<file path="config.mk">
export PLATFORM = sky130hd
export DESIGN_NAME = axi_slave_burst_reader
export DESIGN_NICKNAME = d
export VERILOG_FILES = /design/src/rtl/axi_pkg.sv /design/src/rtl/axi_sync_fifo.sv /design/src/rtl/axi_slave_burst_reader.sv
export SDC_FILE = /design/constraint.sdc
export NUM_CORES = 1
export LEC_CHECK = 0
export CAP_MARGIN = 20
export CORE_MARGIN = 2
export CORE_UTILIZATION = 31
export CTS_CLUSTER_DIAMETER = 80
export DETAILED_ROUTE_END_ITERATION = 10
export GPL_TIMING_DRIVEN = 0
export HOLD_SLACK_MARGIN = 0.08
export MAX_ROUTING_LAYER = met4
export PLACE_DENSITY_LB_ADDON = 0.15
export SYNTH_ARGS = -nofsm -noshare
export SYNTH_HDL_FRONTEND = slang
export SYNTH_SLANG_ARGS = --single-unit
</file>
<file path="constraint.sdc">
create_clock -name clk -period 3.5 [get_ports clk]
set_clock_uncertainty 0.1 [all_clocks]
set_input_delay 1.05 -clock clk [delete_from_list [all_inputs] [get_ports clk]]
set_output_delay 1.05 -clock clk [all_outputs]
set_load 0.02 [all_outputs]
</file>
<file path="src/rtl/axi_pkg.sv">
// Shared AXI definitions for the burst read slave.
//   - axi_burst_e : ARBURST encodings (FIXED / INCR / WRAP / reserved)
//   - RESP_*      : RRESP codes
//   - eng_state_e : read engine states
//   - wrap_len_legal() : WRAP bursts are only legal for 2, 4, 8 or 16 beats
package axi_pkg;

    typedef enum logic [1:0] {
        BURST_FIXED = 2'd0,
        BURST_INCR  = 2'd1,
        BURST_WRAP  = 2'd2,
        BURST_RSVD  = 2'd3
    } axi_burst_e;

    localparam logic [1:0] RESP_OKAY   = 2'b00;
    localparam logic [1:0] RESP_SLVERR = 2'b10;

    typedef enum logic {
        ENG_IDLE  = 1'b0,
        ENG_BURST = 1'b1
    } eng_state_e;

    function automatic logic wrap_len_legal(input logic [31:0] len);
        return (len == 32'd1) || (len == 32'd3) || (len == 32'd7) || (len == 32'd15);
    endfunction

endpackage

</file>
<file path="src/rtl/axi_sync_fifo.sv">
// Synchronous descriptor FIFO with fall-through when empty.
// Ports:
//   clk, rst_n      : clock, asynchronous active-low reset
//   push_i, wdata_i : write request / data (ignored while full)
//   pop_i, rdata_o  : read request / head data
//   full_o          : all DEPTH entries stored (registered status)
//   empty_o         : no data available; a push in the same cycle counts as
//                     available, so an empty FIFO can be pushed and popped at once
module axi_sync_fifo #(
    parameter int WIDTH = 8,
    parameter int DEPTH = 4
) (
    input  logic             clk,
    input  logic             rst_n,
    input  logic             push_i,
    input  logic [WIDTH-1:0] wdata_i,
    input  logic             pop_i,
    output logic [WIDTH-1:0] rdata_o,
    output logic             full_o,
    output logic             empty_o
);
    localparam int PTR_W = $clog2(DEPTH);
    localparam logic [PTR_W:0] FULL_CNT = (PTR_W+1)'(DEPTH);

    logic [WIDTH-1:0] mem_q [DEPTH];
    logic [PTR_W-1:0] wr_ptr_q, rd_ptr_q;
    logic [PTR_W:0]   count_q;
    logic stored_empty, push_ok, pop_ok, wr_en, rd_en;

    assign stored_empty = (count_q == '0);
    assign full_o       = (count_q == FULL_CNT);
    assign push_ok      = push_i & ~full_o;
    assign empty_o      = stored_empty & ~push_ok;
    assign pop_ok       = pop_i & ~empty_o;
    // A push popped in the same cycle into an empty FIFO never touches storage.
    assign wr_en        = push_ok & ~(pop_ok & stored_empty);
    assign rd_en        = pop_ok & ~stored_empty;
    assign rdata_o      = stored_empty ? wdata_i : mem_q[rd_ptr_q];

    always_ff @(posedge clk or negedge rst_n) begin
        if (!rst_n) begin
            wr_ptr_q <= '0;
            rd_ptr_q <= '0;
            count_q  <= '0;
        end else begin
            if (wr_en) wr_ptr_q <= wr_ptr_q + PTR_W'(1);
            if (rd_en) rd_ptr_q <= rd_ptr_q + PTR_W'(1);
            count_q <= count_q + {{PTR_W{1'b0}}, wr_en} - {{PTR_W{1'b0}}, rd_en};
        end
    end

    always_ff @(posedge clk) begin
        if (wr_en) mem_q[wr_ptr_q] <= wdata_i;
    end

endmodule

</file>
<file path="src/rtl/axi_slave_burst_reader.sv">
// AXI read-channel slave serving FIXED/INCR/WRAP bursts from a synchronous
// memory with one cycle of read latency.
// Ports:
//   clk, rst_n                : clock, asynchronous active-low reset
//   AR*                       : read address channel (descriptors queued in a FIFO)
//   R*                        : read data channel (2-entry output buffer)
//   mem_rd_en/addr/data       : memory read port, data valid one cycle after en
module axi_slave_burst_reader
    import axi_pkg::*;
#(
    parameter int ADDR_WIDTH = 32,
    parameter int DATA_WIDTH = 32,
    parameter int LEN_WIDTH  = 8,
    parameter int AR_DEPTH   = 4,
    parameter int MEM_WORDS  = 1024
) (
    input  logic                         clk,
    input  logic                         rst_n,
    output logic                         ARREADY,
    input  logic                         ARVALID,
    input  logic [ADDR_WIDTH-1:0]        ARADDR,
    input  logic [LEN_WIDTH-1:0]         ARLEN,
    input  logic [2:0]                   ARSIZE,
    input  logic [1:0]                   ARBURST,
    output logic                         RVALID,
    output logic [DATA_WIDTH-1:0]        RDATA,
    output logic [1:0]                   RRESP,
    output logic                         RLAST,
    input  logic                         RREADY,
    output logic                         mem_rd_en,
    output logic [$clog2(MEM_WORDS)-1:0] mem_rd_addr,
    input  logic [DATA_WIDTH-1:0]        mem_rd_data
);
    localparam int BYTE_SHIFT = $clog2(DATA_WIDTH/8);
    localparam int MEM_AW     = $clog2(MEM_WORDS);
    localparam int DESC_W     = ADDR_WIDTH + LEN_WIDTH + 3 + 2;

    // ---------------- AR descriptor queue ----------------
    logic              fifo_push, fifo_pop, fifo_full, fifo_empty;
    logic [DESC_W-1:0] fifo_rdata;
    logic [ADDR_WIDTH-1:0] pop_addr;
    logic [LEN_WIDTH-1:0]  pop_len;
    logic [2:0]            pop_size;
    logic [1:0]            pop_burst;
    logic                  pop_err;

    // Held low during reset even though the FIFO status is already "not full".
    assign ARREADY   = rst_n & ~fifo_full;
    assign fifo_push = ARVALID & ARREADY;

    axi_sync_fifo #(
        .WIDTH (DESC_W),
        .DEPTH (AR_DEPTH)
    ) u_ar_fifo (
        .clk     (clk),
        .rst_n   (rst_n),
        .push_i  (fifo_push),
        .wdata_i ({ARADDR, ARLEN, ARSIZE, ARBURST}),
        .pop_i   (fifo_pop),
        .rdata_o (fifo_rdata),
        .full_o  (fifo_full),
        .empty_o (fifo_empty)
    );

    assign {pop_addr, pop_len, pop_size, pop_burst} = fifo_rdata;
    assign pop_err = (pop_size > 3'(BYTE_SHIFT))
                   || (pop_burst == BURST_RSVD)
                   || ((pop_burst == BURST_WRAP) && !wrap_len_legal(32'(pop_len)));

    // ---------------- Engine ----------------
    eng_state_e            state_q, state_d;
    logic [ADDR_WIDTH-1:0] addr_q, addr_d, next_addr;
    logic [LEN_WIDTH-1:0]  len_q, len_d, cnt_q, cnt_d;
    logic [2:0]            size_q, size_d;
    axi_burst_e            burst_q, burst_d;
    logic                  berr_q, berr_d;
    logic [ADDR_WIDTH-1:0] size_bytes, wrap_mask, incr_addr, word_addr;
    logic                  beat_err, last_beat, issue, can_issue, r_pop;
    logic [2:0]            pending;

    // In-flight read stage (aligned with mem_rd_data).
    logic infl_vld_q, infl_err_q, infl_last_q;

    // R output buffer
    logic [DATA_WIDTH-1:0] rbuf_data_q [2];
    logic [1:0]            rbuf_resp_q [2];
    logic                  rbuf_last_q [2];
    logic                  rbuf_wr_q, rbuf_rd_q;
    logic [1:0]            rcnt_q, rcnt_d;

    assign size_bytes = ADDR_WIDTH'(1) << size_q;
    assign wrap_mask  = ((ADDR_WIDTH'(len_q) + ADDR_WIDTH'(1)) << size_q) - ADDR_WIDTH'(1);
    assign incr_addr  = addr_q + size_bytes;

    always_comb begin
        next_addr = addr_q;
        case (burst_q)
            BURST_INCR: next_addr = incr_addr;
            // Low bits advance within the wrap window, high bits stay on its base.
            BURST_WRAP: next_addr = (addr_q & ~wrap_mask) | (incr_addr & wrap_mask);
            default:    next_addr = addr_q;
        endcase
    end

    assign word_addr = addr_q >> BYTE_SHIFT;
    assign beat_err  = berr_q | (word_addr >= ADDR_WIDTH'(MEM_WORDS));
    assign last_beat = (cnt_q == len_q);

    // Credit: buffer entries + read in flight, less the entry leaving this
    // cycle, must leave room for the beat about to be issued.
    assign r_pop     = RVALID & RREADY;
    assign pending   = {1'b0, rcnt_q} + {2'b00, infl_vld_q} - {2'b00, r_pop};
    assign can_issue = (pending < 3'd2);

    always_comb begin
        state_d  = state_q;
        addr_d   = addr_q;
        len_d    = len_q;
        size_d   = size_q;
        burst_d  = burst_q;
        cnt_d    = cnt_q;
        berr_d   = berr_q;
        fifo_pop = 1'b0;
        issue    = 1'b0;
        case (state_q)
            ENG_IDLE: begin
                if (!fifo_empty) begin
                    fifo_pop = 1'b1;
                    addr_d   = pop_addr;
                    len_d    = pop_len;
                    size_d   = pop_size;
                    burst_d  = axi_burst_e'(pop_burst);
                    berr_d   = pop_err;
                    cnt_d    = '0;
                    state_d  = ENG_BURST;
                end
            end
            default: begin
                if (can_issue) begin
                    issue = 1'b1;
                    if (last_beat) begin
                        state_d = ENG_IDLE;
                    end else begin
                        cnt_d  = cnt_q + LEN_WIDTH'(1);
                        addr_d = next_addr;
                    end
                end
            end
        endcase
    end

    assign mem_rd_en   = issue & ~beat_err;
    assign mem_rd_addr = word_addr[MEM_AW-1:0];

    always_ff @(posedge clk or negedge rst_n) begin
        if (!rst_n) begin
            state_q     <= ENG_IDLE;
            addr_q      <= '0;
            len_q       <= '0;
            size_q      <= '0;
            burst_q     <= BURST_FIXED;
            cnt_q       <= '0;
            berr_q      <= 1'b0;
            infl_vld_q  <= 1'b0;
            infl_err_q  <= 1'b0;
            infl_last_q <= 1'b0;
        end else begin
            state_q     <= state_d;
            addr_q      <= addr_d;
            len_q       <= len_d;
            size_q      <= size_d;
            burst_q     <= burst_d;
            cnt_q       <= cnt_d;
            berr_q      <= berr_d;
            infl_vld_q  <= issue;
            infl_err_q  <= beat_err;
            infl_last_q <= last_beat;
        end
    end

    // ---------------- R output buffer ----------------
    assign rcnt_d = rcnt_q + {1'b0, infl_vld_q} - {1'b0, r_pop};

    always_ff @(posedge clk or negedge rst_n) begin
        if (!rst_n) begin
            rbuf_wr_q <= 1'b0;
            rbuf_rd_q <= 1'b0;
            rcnt_q    <= '0;
        end else begin
            if (infl_vld_q) rbuf_wr_q <= ~rbuf_wr_q;
            if (r_pop)      rbuf_rd_q <= ~rbuf_rd_q;
            rcnt_q <= rcnt_d;
        end
    end

    always_ff @(posedge clk) begin
        if (infl_vld_q) begin
            rbuf_data_q[rbuf_wr_q] <= infl_err_q ? '0 : mem_rd_data;
            rbuf_resp_q[rbuf_wr_q] <= infl_err_q ? RESP_SLVERR : RESP_OKAY;
            rbuf_last_q[rbuf_wr_q] <= infl_last_q;
        end
    end

    // Outputs are forced to zero whenever the buffer is empty.
    assign RVALID = (rcnt_q != 2'd0);
    assign RDATA  = RVALID ? rbuf_data_q[rbuf_rd_q] : '0;
    assign RRESP  = RVALID ? rbuf_resp_q[rbuf_rd_q] : RESP_OKAY;
    assign RLAST  = RVALID & rbuf_last_q[rbuf_rd_q];

endmodule
</file>
==> results of run 1 <==
[report_power, final]
part	total, mW	internal (mW)	switching [mW]
sequential	5.12	4.75	0.375
clock	4.00	2.46	1.54
combinational	7.58	3.34	4.25
total	16.7	10.5	6.16
[metal layers]
metal  share of wire, %  track usage (%)
met4                2.7            5.355
met2                 46            26.95
met1                 45            23.21
met3                5.4            3.458
met5                  0                -
[timing repair]
| action | CTS | global route |
|---|---|---|
| setup endpoints to repair | 79 | 44 |
| pin swaps | 16 | 33 |
| resized for setup | 98 | 90 |
| gates cloned | 0 | 1 |
| setup buffers | 29 | 28 |
[final timing paths]
path                                        from                        to  slack, ns  cells past startpoint
max reg2reg                    state_q$_DFF_PN0_                  register       0.09                      6
min reg2reg                infl_last_q$_DFF_PN0_  rbuf_last_q[1]$_DFFE_PP_       0.34                      0
min                                        rst_n                 async pin       0.32                      1
min in group clk           infl_last_q$_DFF_PN0_  rbuf_last_q[1]$_DFFE_PP_       0.34                      0
max                                       RREADY                 mem_rd_en      -0.36                     11
max in group asynchronous                  rst_n                 async pin       2.43                      2
[area by class of cell]
| class | instances | area (sq um) |
|---|---|---|
| tap | 664 | 830.8 |
| clock buffer | 56 | 1122 |
| clock inverter | 16 | 166.4 |
| fill | 4676 | 29050 |
| inverter | 30 | 113.9 |
| sequential | 317 | 9181 |
| buffer | 75 | 530.5 |
| multi-input combinational | 786 | 6281 |
| timing repair buffer | 193 | 1874 |
| antenna | 1 | 2.502 |
[cell usage in the layout, fill, tap and decap left out, types with 9 or more instances in the layout]
cell type	instances
mux2i_1	60
xor2_1	15
clkdlybuf4s50_1	121
nand2b_1	9
nor2_1	92
o21ai_0	50
and3_1	11
clkbuf_1	31
inv_1	23
nor3_1	10
o211ai_1	9
dfrtp_1	63
clkbuf_16	41
nand3_1	23
nor2b_1	35
buf_12	9
edfxtp_1	248
xnor2_1	22
nand2_1	127
buf_6	9
ha_1	14
a21oi_1	48
nand4_1	12
buf_4	72
mux4_2	46
[kinds of logic after synthesis]
family | count (synthesis) | synth area share [%]
flip-flops | 317 | 59.15
XOR/XNOR | 42 | 2.493
other | 1 | 0.02418
AND/OR/NAND/NOR | 395 | 12.75
multiplexers | 114 | 11.13
AO/OA/AOI/OAI | 211 | 9.294
buffers and inverters | 108 | 3.162
adder cells (fa/ha/maj) | 23 | 2.001
[critical path: cells and delay by family]
family | cells | cell delay, ns
fa+ha+maj | 3 | 0.70
xor+xnor | 1 | 0.21
buf+inv | 4 | 0.32
simple gates | 3 | 0.43
[cell usage after synthesis, drive strengths merged (3+ instances only)]
cell / instances
edfxtp: 248
nand2: 132
nor2: 101
dfrtp: 69
mux2i: 61
o21ai: 61
a21oi: 51
mux4: 46
clkbuf: 42
nor2b: 38
buf: 36
inv: 28
nand3: 27
xnor2: 25
ha: 20
xor2: 17
nor3: 13
nand4: 12
and3: 11
a31oi: 10
and2: 10
o211ai: 10
nand2b: 9
a211oi: 8
and4: 8
nor4: 8
mux2: 7
a21o: 6
o31ai: 6
a21boi: 5
o311ai: 5
or3: 5
a221o: 4
nor3b: 4
nor4b: 4
or4: 4
fa: 3
o21a: 3
o221a: 3
o41ai: 3
==> summary.md, run 1 <==
| Metric | Value |
|---|---|
| # clock sinks | `about 320` |
| Final setup fails | `1` |
| Netlist cell types | `91` |
| DIE AREA | `51830 sq um` |
| Total grt overflow | `0` |
| Placement row count | `81` |
| RSZ-0062 raised after global routing | `true` |
| Max_cap viols | `0` |
| CP Cell Sequence | `buf_2 -> and2_4 -> ha_4 -> inv_2 -> ha_4 -> inv_2 -> fa_2 -> xnor2_2 -> nand3_4 -> nor2_4 -> buf_6` |
| CTS buffer count | `40` |
| Final nets | `between 1500 and 2000` |
| Die Width | `~230 um` |
| WL/cell | `between 20 and 25 um` |
| Initial antenna violation count | `1` |
| Violated checks | `negative setup slack` |
| Primary FF master, synth | `edfxtp_1` |
| DRT Pass-1 Iters | `5` |
| Area growth, synth to finish | `29.62%` |
| Crit Path Category | `primary input to primary output` |
| Root Driver | `clkbuf_16` |
| Vias in the first global route | `10660` |
| Cts hold-fix bufs | `0` |
| # IOs | `~130` |
| CP Capture Type | `primary output` |
| Clk buf depth | `3` |
| Leading area contributor after synthesis | `edfxtp_1` |
| Clock tree from TritonCTS | `built` |
| Worst Max-Slew Pin Slew | `between 0.9 and 1 ns` |
| Slew Viols, Final | `0` |
| Core Util, Final | `between 40% and 50%` |
| Post-Syn Area per Cell | `between 10 and 15 sq um` |
| Power, Total | `16.71 mW` |
| Clock-pin transition on the worst setup and hold timing paths | `approximately 0.06 ns` |
| Pre-CTS setup slack | `-1.480 ns` |
| Initial DRC Count | `786` |
| Hold slack final | `around 0.32 ns` |
| Yosys Warn Count | `0` |
| Final setup margin | `-0.3606 ns` |
| Status | `complete, but fails checks` |
| Die Y-Extent | `approximately 230 um` |
| Cell Area, Placed | `about 18000 sq um` |
| DP HPWL | `about 30000 um` |
| FFs w/ async S/R, synth | `between 20% and 30%` |
| Max incr delay on CP | `between 0.3 and 0.4 ns` |
| IO Port Bufs | `about 130` |
| IR drop worst, VDD | `between 0.3 and 0.4 mV` |
| Non-Filler Instances | `about 2100` |
| Synth Register Bits | `approximately 320` |
| Largest net degree at the start of global routing | `37` |
| Seq/Total Area, Yosys | `between 50% and 60%` |
| Worst-path fanout max | `2` |
| Critical path data arrival time | `approximately 2.7 ns` |
| Worst Setup Start Kind | `primary input` |
| Clk_lat worst skew | `between 0.5 and 0.6 ns` |
| Placed insts | `roughly 2000` |
| Routed Wire Length | `43630 um` |
| Drt drc | `0` |
| Share of cells above drive strength 1 | `22.27%` |
| Post-DRT Antenna Nets | `0` |
| Cell area after synthesis | `roughly 16000 sq um` |
| Setup TNS | `-0.3606 ns` |
| Critical path's slowest cell | `fa_2` |
| Syn_nets | `between 1000 and 1500` |
| Hold Violations, Final | `0` |
| Post-Synthesis Cells | `between 1000 and 1500` |
| GPL Wtd Cong | `0.8689` |
| Core area | `49150 sq um` |
| Period minus WS final | `slightly below 4 ns` |
| Top cell type's share of synthesized area | `about half` |
| All-layer global routing usage | `between 10% and 20%` |
| Maximum clock frequency | `~0.26 GHz` |
| Routed vias | `~11000` |
| First-pass GRT wire length | `between 60000 and 70000 um` |
| Crit path required time | `around 2.4 ns` |
| Leakage power | `7.238 nW` |
| P per Cell Area | `a little over 800 nW/um^2` |
| Via density | `just over 5` |
| Synth top area cells | `edfxtp_1 (48%), dfrtp_1 (11%), mux4_2 (6.7%), mux2i_1 (3.9%), nand2_1 (3.2%)` |
| Starting Density | `31.55%` |
| Final Cycle Share | `110.3%` |
| Finished layout cell area | `a little over 20000 sq um` |
| Number of flops mapped to enable cells by yosys | `~250` |
| Hold WC Path Type | `primary input to async pin` |
| Slew headroom | `36.00%` |
| H-tree level count | `2` |
Note: power is estimated with default switching activity, not from simulation.
==> run 2: changes to the inputs <==
--- a/config.mk
+++ b/config.mk
@@ -6,7 +6,6 @@
 export NUM_CORES = 1
 export LEC_CHECK = 0
 export CAP_MARGIN = 20
-export CORE_MARGIN = 2
 export CORE_UTILIZATION = 31
 export CTS_CLUSTER_DIAMETER = 80
 export DETAILED_ROUTE_END_ITERATION = 10
==> run 2 against run 1 <==
Compared with the run above: register-to-register slack barely moved; the run still ends with negative setup slack left; cell count decreased by 0.98%; setup slack better by 0.048 ns; die area fell by 1.7%; critical path depth grew 1.
==> summary.md, run 2 (synthesis results as in run 1) <==
| Metric | Value |
|---|---|
| Critical path's slowest cell | `dfrtp_2` |
| Final setup fails | `1` |
| CP Cell Sequence | `nor2_4 -> inv_2 -> and2_4 -> ha_4 -> inv_2 -> ha_4 -> inv_2 -> fa_2 -> xnor2_2 -> nand3_4 -> nor2_4 -> buf_6` |
| H-tree level count | `2` |
| # clock sinks | `317` |
| Multi-input logic area | `6172 sq um` |
| Power, Total | `~16 mW` |
| Root Driver | `clkbuf_16` |
| Worst-path fanout max | `3` |
| Die Y-Extent | `about 230 um` |
| Critical path data arrival time | `around 2.7 ns` |
| Starting Density | `a little under a third` |
| Post-DRT Antenna Nets | `0` |
| Crit path required time | `roughly 2.4 ns` |
| CTS buffer count | `40` |
| First-pass GRT wire length | `between 60000 and 70000 um` |
| Period minus WS final | `about 3.8 ns` |
| R2r setup slk | `about 0.09 ns` |
| All-layer global routing usage | `roughly 18%` |
| GPL Wtd Cong | `about 0.9` |
| Status | `complete, but fails checks` |
| Worst Max-Slew Pin Slew | `between 0.9 and 1 ns` |
| Clk_lat worst skew | `between 0.5 and 0.6 ns` |
| Pre-CTS setup slack | `-1.550 ns` |
| Hold Violations, Final | `0` |
| Routed vias | `between 10000 and 15000` |
| # IOs | `129` |
| Clock tree from TritonCTS | `built` |
| IO Port Bufs | `~130` |
| Largest net degree at the start of global routing | `41` |
| WL/cell | `roughly 21 um` |
| Violated checks | `negative setup slack` |
| Final nets | `about 1500` |
| Vias in the first global route | `~11000` |
| Total grt overflow | `0` |
| CP Capture Type | `primary output` |
| DP HPWL | `roughly 30000 um` |
| Number of fill cells in the layout | `4658` |
| Leakage power | `slightly above 7 nW` |
| Crit Path Category | `register to primary output` |
| Die Width | `about 230 um` |
| Critical path's top delay family | `adder cells` |
| Cts hold-fix bufs | `0` |
| DRT Pass-1 Iters | `5` |
| Routed Wire Length | `roughly 44000 um` |
| Initial DRC Count | `753` |
| Hold WC Path Type | `primary input to async pin` |
| Core area | `around 50000 sq um` |
| Initial antenna violation count | `2` |
| RSZ-0062 raised after global routing | `true` |
| Max_cap viols | `0` |
| Commonest cells after routing, fill and taps aside | `edfxtp_1 (248), nand2_1 (129), clkdlybuf4s50_1 (124)` |
| Share of cells above drive strength 1 | `19.99%` |
| Worst Setup Start Kind | `register` |
| CP Buf/Inv Count | `4` |
| P per Cell Area | `slightly above 800 nW/um^2` |
| Hold slack final | `~0.3 ns` |
| Slew headroom | `36.23%` |
| Clk buf depth | `3` |
| IR drop worst, VDD | `0.3536 mV` |
| Placement row count | `81` |
| Final Cycle Share | `108.9%` |
| Most used cell, CP | `inv_2` |
| Maximum clock frequency | `between 0.2 and 0.3 GHz` |
| Slew Viols, Final | `0` |
| Max incr delay on CP | `approximately 0.42 ns` |
| Clock-pin transition on the worst setup and hold timing paths | `about 0.060 ns` |
| FF/Latch Area | `9180 sq um` |
| Via density | `5.037` |
| Drt drc | `0` |
| Crit Reg-Reg Startpoint | `len_q[0]$_DFFE_PN0P_` |
| Most common cell after layout, fill and taps aside | `edfxtp_1` |
| DIE AREA | `50930 sq um` |
| R2R depth | `13` |
| Core Util, Final | `40.26%` |
| Area growth, synth to finish | `27.61%` |
| Final setup margin | `-0.3124 ns` |
==> run 2: per-layer routing <==
layer	up-vias	wire [um]	track usage [%]	share of wire (%)
met5	-	0	-	0
met4	0	1007	5.354	2.3
met3	58	2362	3.188	5.4
met2	299	20180	27.22	46
met1	5337	19960	23.97	46
li1	4969	-	-	-
==> run 2: worst max path at each step <==
stage	endpoint	depth (start not counted)	slack, ns	startpoint
finish	mem_rd_en	12	-0.31	rcnt_q[1]$_DFF_PN0_
global route	mem_rd_en	12	-0.44	rcnt_q[1]$_DFF_PN0_
CTS	mem_rd_en	11	-0.42	rcnt_q[1]$_DFF_PN0_
detailed placement	register	13	-1.55	size_q[2]$_DFFE_PN0P_
global placement	u_ar_fifo.mem_q[3][28]$_DFFE_PP_	4	-5.23	rst_n
floorplan	mem_rd_en	9	-0.08	RREADY
==> run 2: area by class of cell <==
cell class,instances,share of cell area (%)
Sequential cell,317,46.39
Buffer,75,2.504
Tap cell,664,4.198
Clock inverter,22,1.005
Antenna cell,2,0.02529
Multi-Input combinational cell,786,31.19
Inverter,30,0.5753
Timing Repair Buffer,170,8.636
Clock buffer,51,5.481
==> run 2: where the power goes <==
part | internal [mW] | switching, mW
clock | 2.42 | 1.60
sequential | 4.75 | 0.364
combinational | 3.10 | 4.14
==> run 2: worst reg2reg max path, cell delays in order, from the launching register on <==
cell,delay [ns]
dfrtp_2,0.44
ha_1,0.31
clkbuf_2,0.18
nor2_1,0.22
a211oi_4,0.10
nand2_1,0.10
ha_1,0.26
nand2_1,0.12
o32ai_4,0.36
nand4bb_4,0.24
o21ai_4,0.28
buf_6,0.19
nand3_2,0.07
a221o_1,0.35
==> run 2: through the flow <==
step | cell area (sq um) | instances | setup TNS (ns)
2_1_floorplan | 15570 | 1211 | -0.1313
3_3_place_gp | 17680 | 2002 | -1292.99
3_5_place_dp | 17860 | 2010 | -70.84
4_1_cts | 19610 | 2114 | -3.082
5_1_grt | 19790 | 2117 | -0.5625
6_report | 19790 | 2117 | -0.3124
==> run 2: repair_timing <==
item / in CTS / in global routing
setup buffers: 32 / 3
resized for setup: 94 / 51
setup endpoints to repair: 80 / 42
pin swaps: 16 / 10
==> run 3: changes to the inputs <==
--- a/config.mk
+++ b/config.mk
@@ -6,6 +6,7 @@
 export NUM_CORES = 1
 export LEC_CHECK = 0
 export CAP_MARGIN = 20
+export CORE_MARGIN = 8
 export CORE_UTILIZATION = 31
 export CTS_CLUSTER_DIAMETER = 80
 export DETAILED_ROUTE_END_ITERATION = 10
==> run 3 against run 2 <==
Compared with the run above: the flow still finishes with violations (negative setup slack); first-iteration DRC count up 16%; clock power down 3%; maximum frequency up 0.55%; sequential cell count unchanged; cell count up 0.43%; core utilization down 0.40 points; cell area up 0.23%; critical path type is now primary input to primary output; largest cell class unchanged.
==> summary.md, run 3 (synthesis results as in run 1) <==
| Metric | Value |
|---|---|
| # IOs | `129` |
| Largest net degree at the start of global routing | `46` |
| Clock tree from TritonCTS | `built` |
| Final setup margin | `-0.2915 ns` |
| Core area | `~50000 sq um` |
| Slew headroom | `36.40%` |
| Max_cap viols | `0` |
| Vias in the first global route | `about 11000` |
| Hold WC Path Type | `primary input to async pin` |
| Total grt overflow | `0` |
| Worst Max-Slew Pin Slew | `0.9540 ns` |
| Clk_lat worst skew | `around 0.56 ns` |
| Pre-CTS setup slack | `-1.537 ns` |
| Cts hold-fix bufs | `0` |
| Final setup fails | `1` |
| Period minus WS final | `approximately 3.8 ns` |
| Drt drc | `0` |
| Via density | `~5.0` |
| Worst Setup Start Kind | `primary input` |
| Critical path's slowest cell | `fa_2` |
| Placement row count | `82` |
| Final Cycle Share | `108.3%` |
| Clock-pin transition on the worst setup and hold timing paths | `0.05 ns` |
| Crit Path Category | `primary input to primary output` |
| Status | `complete, but fails checks` |
| # clock sinks | `317` |
| Post-DRT Antenna Nets | `0` |
| Routed vias | `10700` |
| Root Driver | `clkbuf_16` |
| Share of cells above drive strength 1 | `20.84%` |
| Area growth, synth to finish | `27.90%` |
| Violated checks | `negative setup slack` |
| Initial antenna violation count | `1` |
| Power, Total | `16.46 mW` |
| Leakage power | `roughly 7.2 nW` |
| Hold Violations, Final | `0` |
| Critical Path Start | `RREADY` |
| IR drop worst, VDD | `roughly 0.50 mV` |
| Die Width | `roughly 240 um` |
| Crit Reg-Reg Startpoint | `size_q[0]$_DFFE_PN0P_` |
| DP HPWL | `~30000 um` |
| DRT Pass-1 Iters | `5` |
| M1 WL | `a little over 20000 um` |
| GPL Wtd Cong | `~0.89` |
| CP Cell Sequence | `buf_2 -> and2_4 -> ha_4 -> inv_2 -> ha_4 -> inv_2 -> fa_2 -> nand3_4 -> nor2_4 -> buf_6` |
| DR top layer | `met4` |
| Clk buf depth | `3` |
| CP Capture Type | `primary output` |
| Initial DRC Count | `876` |
| WL/cell | `around 21 um` |
| P per Cell Area | `829.6 nW/um^2` |
| Maximum clock frequency | `around 0.26 GHz` |
| WL met2 | `between 20000 and 25000 um` |
| Worst-path fanout max | `2` |
| Diode count | `0` |
| RSZ-0062 raised after global routing | `true` |
| Crit path required time | `around 2.4 ns` |
| Met3 wire length | `1964 um` |
| Commonest cells after routing, fill and taps aside | `edfxtp_1 (248), nand2_1 (128), clkdlybuf4s50_1 (116)` |
| Routed Wire Length | `~44000 um` |
| Die Y-Extent | `239.7 um` |
| Starting Density | `31.17%` |
| CTS buffer count | `39` |
| First-pass GRT wire length | `~67000 um` |
| All-layer global routing usage | `15.66%` |
| Critical path data arrival time | `between 2 and 3 ns` |
| DIE AREA | `around 57000 sq um` |
| R2r setup slk | `0.07 ns` |
| H-tree level count | `2` |
| Max incr delay on CP | `between 0.5 and 0.6 ns` |
| Final nets | `approximately 1500` |
| IO Port Bufs | `roughly 130` |
| Most common cell after layout, fill and taps aside | `edfxtp_1` |
| Slew Viols, Final | `0` |
## run 3: cell count changes in the layout (fill, tap and decap cells not counted), moves of 3 or more
cell             delta
buf_4              +11
clkbuf_16           -3
clkbuf_2            -3
clkinv_2            -3
dlymetal6s2s_1      +8
clkdlybuf4s50_1     -8
buf_12              -3
clkbuf_8            +9
clkinv_1            -6
## run 3: cell type report
class	instances	area, sq um
Tap cell	672	840.8
Sequential cell	317	9179
Timing Repair Buffer	176	1753
Buffer	74	494.2
Inverter	30	118.9
Clock inverter	14	127.6
Fill cell	4784	29930
Clock buffer	57	1124
Multi-Input combinational cell	786	6198
## run 3: per-stage QoR
| step | utilization (%) | hold WS (ns) | TNS, ns | cell area, sq um | std cells |
|---|---|---|---|---|---|
| global placement | 35.54 | 0.3287 | -1313.94 | 17690 | 2010 |
| finish | 39.86 | 0.2725 | -0.2915 | 19840 | 2126 |
| CTS | 39.21 | 0.2582 | -3.234 | 19510 | 2111 |
| global route | 39.86 | 0.2775 | -0.7681 | 19840 | 2126 |
| floorplan | - | 0.3204 | -0.1313 | 15570 | 1211 |
| detailed placement | 35.85 | 0.3376 | -76.79 | 17840 | 2016 |
## run 3: layer usage
metal	GRT usage, %	vias up
met1	20.85	5400
met4	4.420	0
met3	2.278	56
met5	-	-
met2	24.79	271
li1	-	4976
## run 3: report_power, final
group | total, mW | internal [mW] | leakage (nW) | switching, mW
Sequential | 5.11 | 4.75 | 3.13 | 0.361
Combinational | 7.45 | 3.21 | 3.44 | 4.24
Clock | 3.89 | 2.32 | 0.612 | 1.57
Total | 16.5 | 10.3 | 7.18 | 6.18
## run 3: path summary, 6_finish.rpt
kind,cells after the start,end
hold reg to reg,0,rbuf_last_q[0]$_DFFE_PP_
hold / removal,1,u_ar_fifo.count_q[2]$_DFF_PN0_
max in group asynchronous,2,async pin
setup reg to reg,13,register
setup / recovery,10,mem_rd_en
min in group clk,0,rbuf_last_q[0]$_DFFE_PP_
## run 3: critical path, delay by kind of cell
family / cells / cell delay, ns
adder cells (fa/ha/maj): 3 / 0.90
buffers and inverters: 4 / 0.32
AND/OR/NAND/NOR: 3 / 0.36
## run 3: repair_timing
action | 4_1_cts | 5_1_grt
pin swaps | 17 | 11
buffers inserted | 27 | 16
endpoints found under the setup margin | 82 | 38
endpoints found under the hold margin | 0 | 0
gates resized for setup | 95 | 69
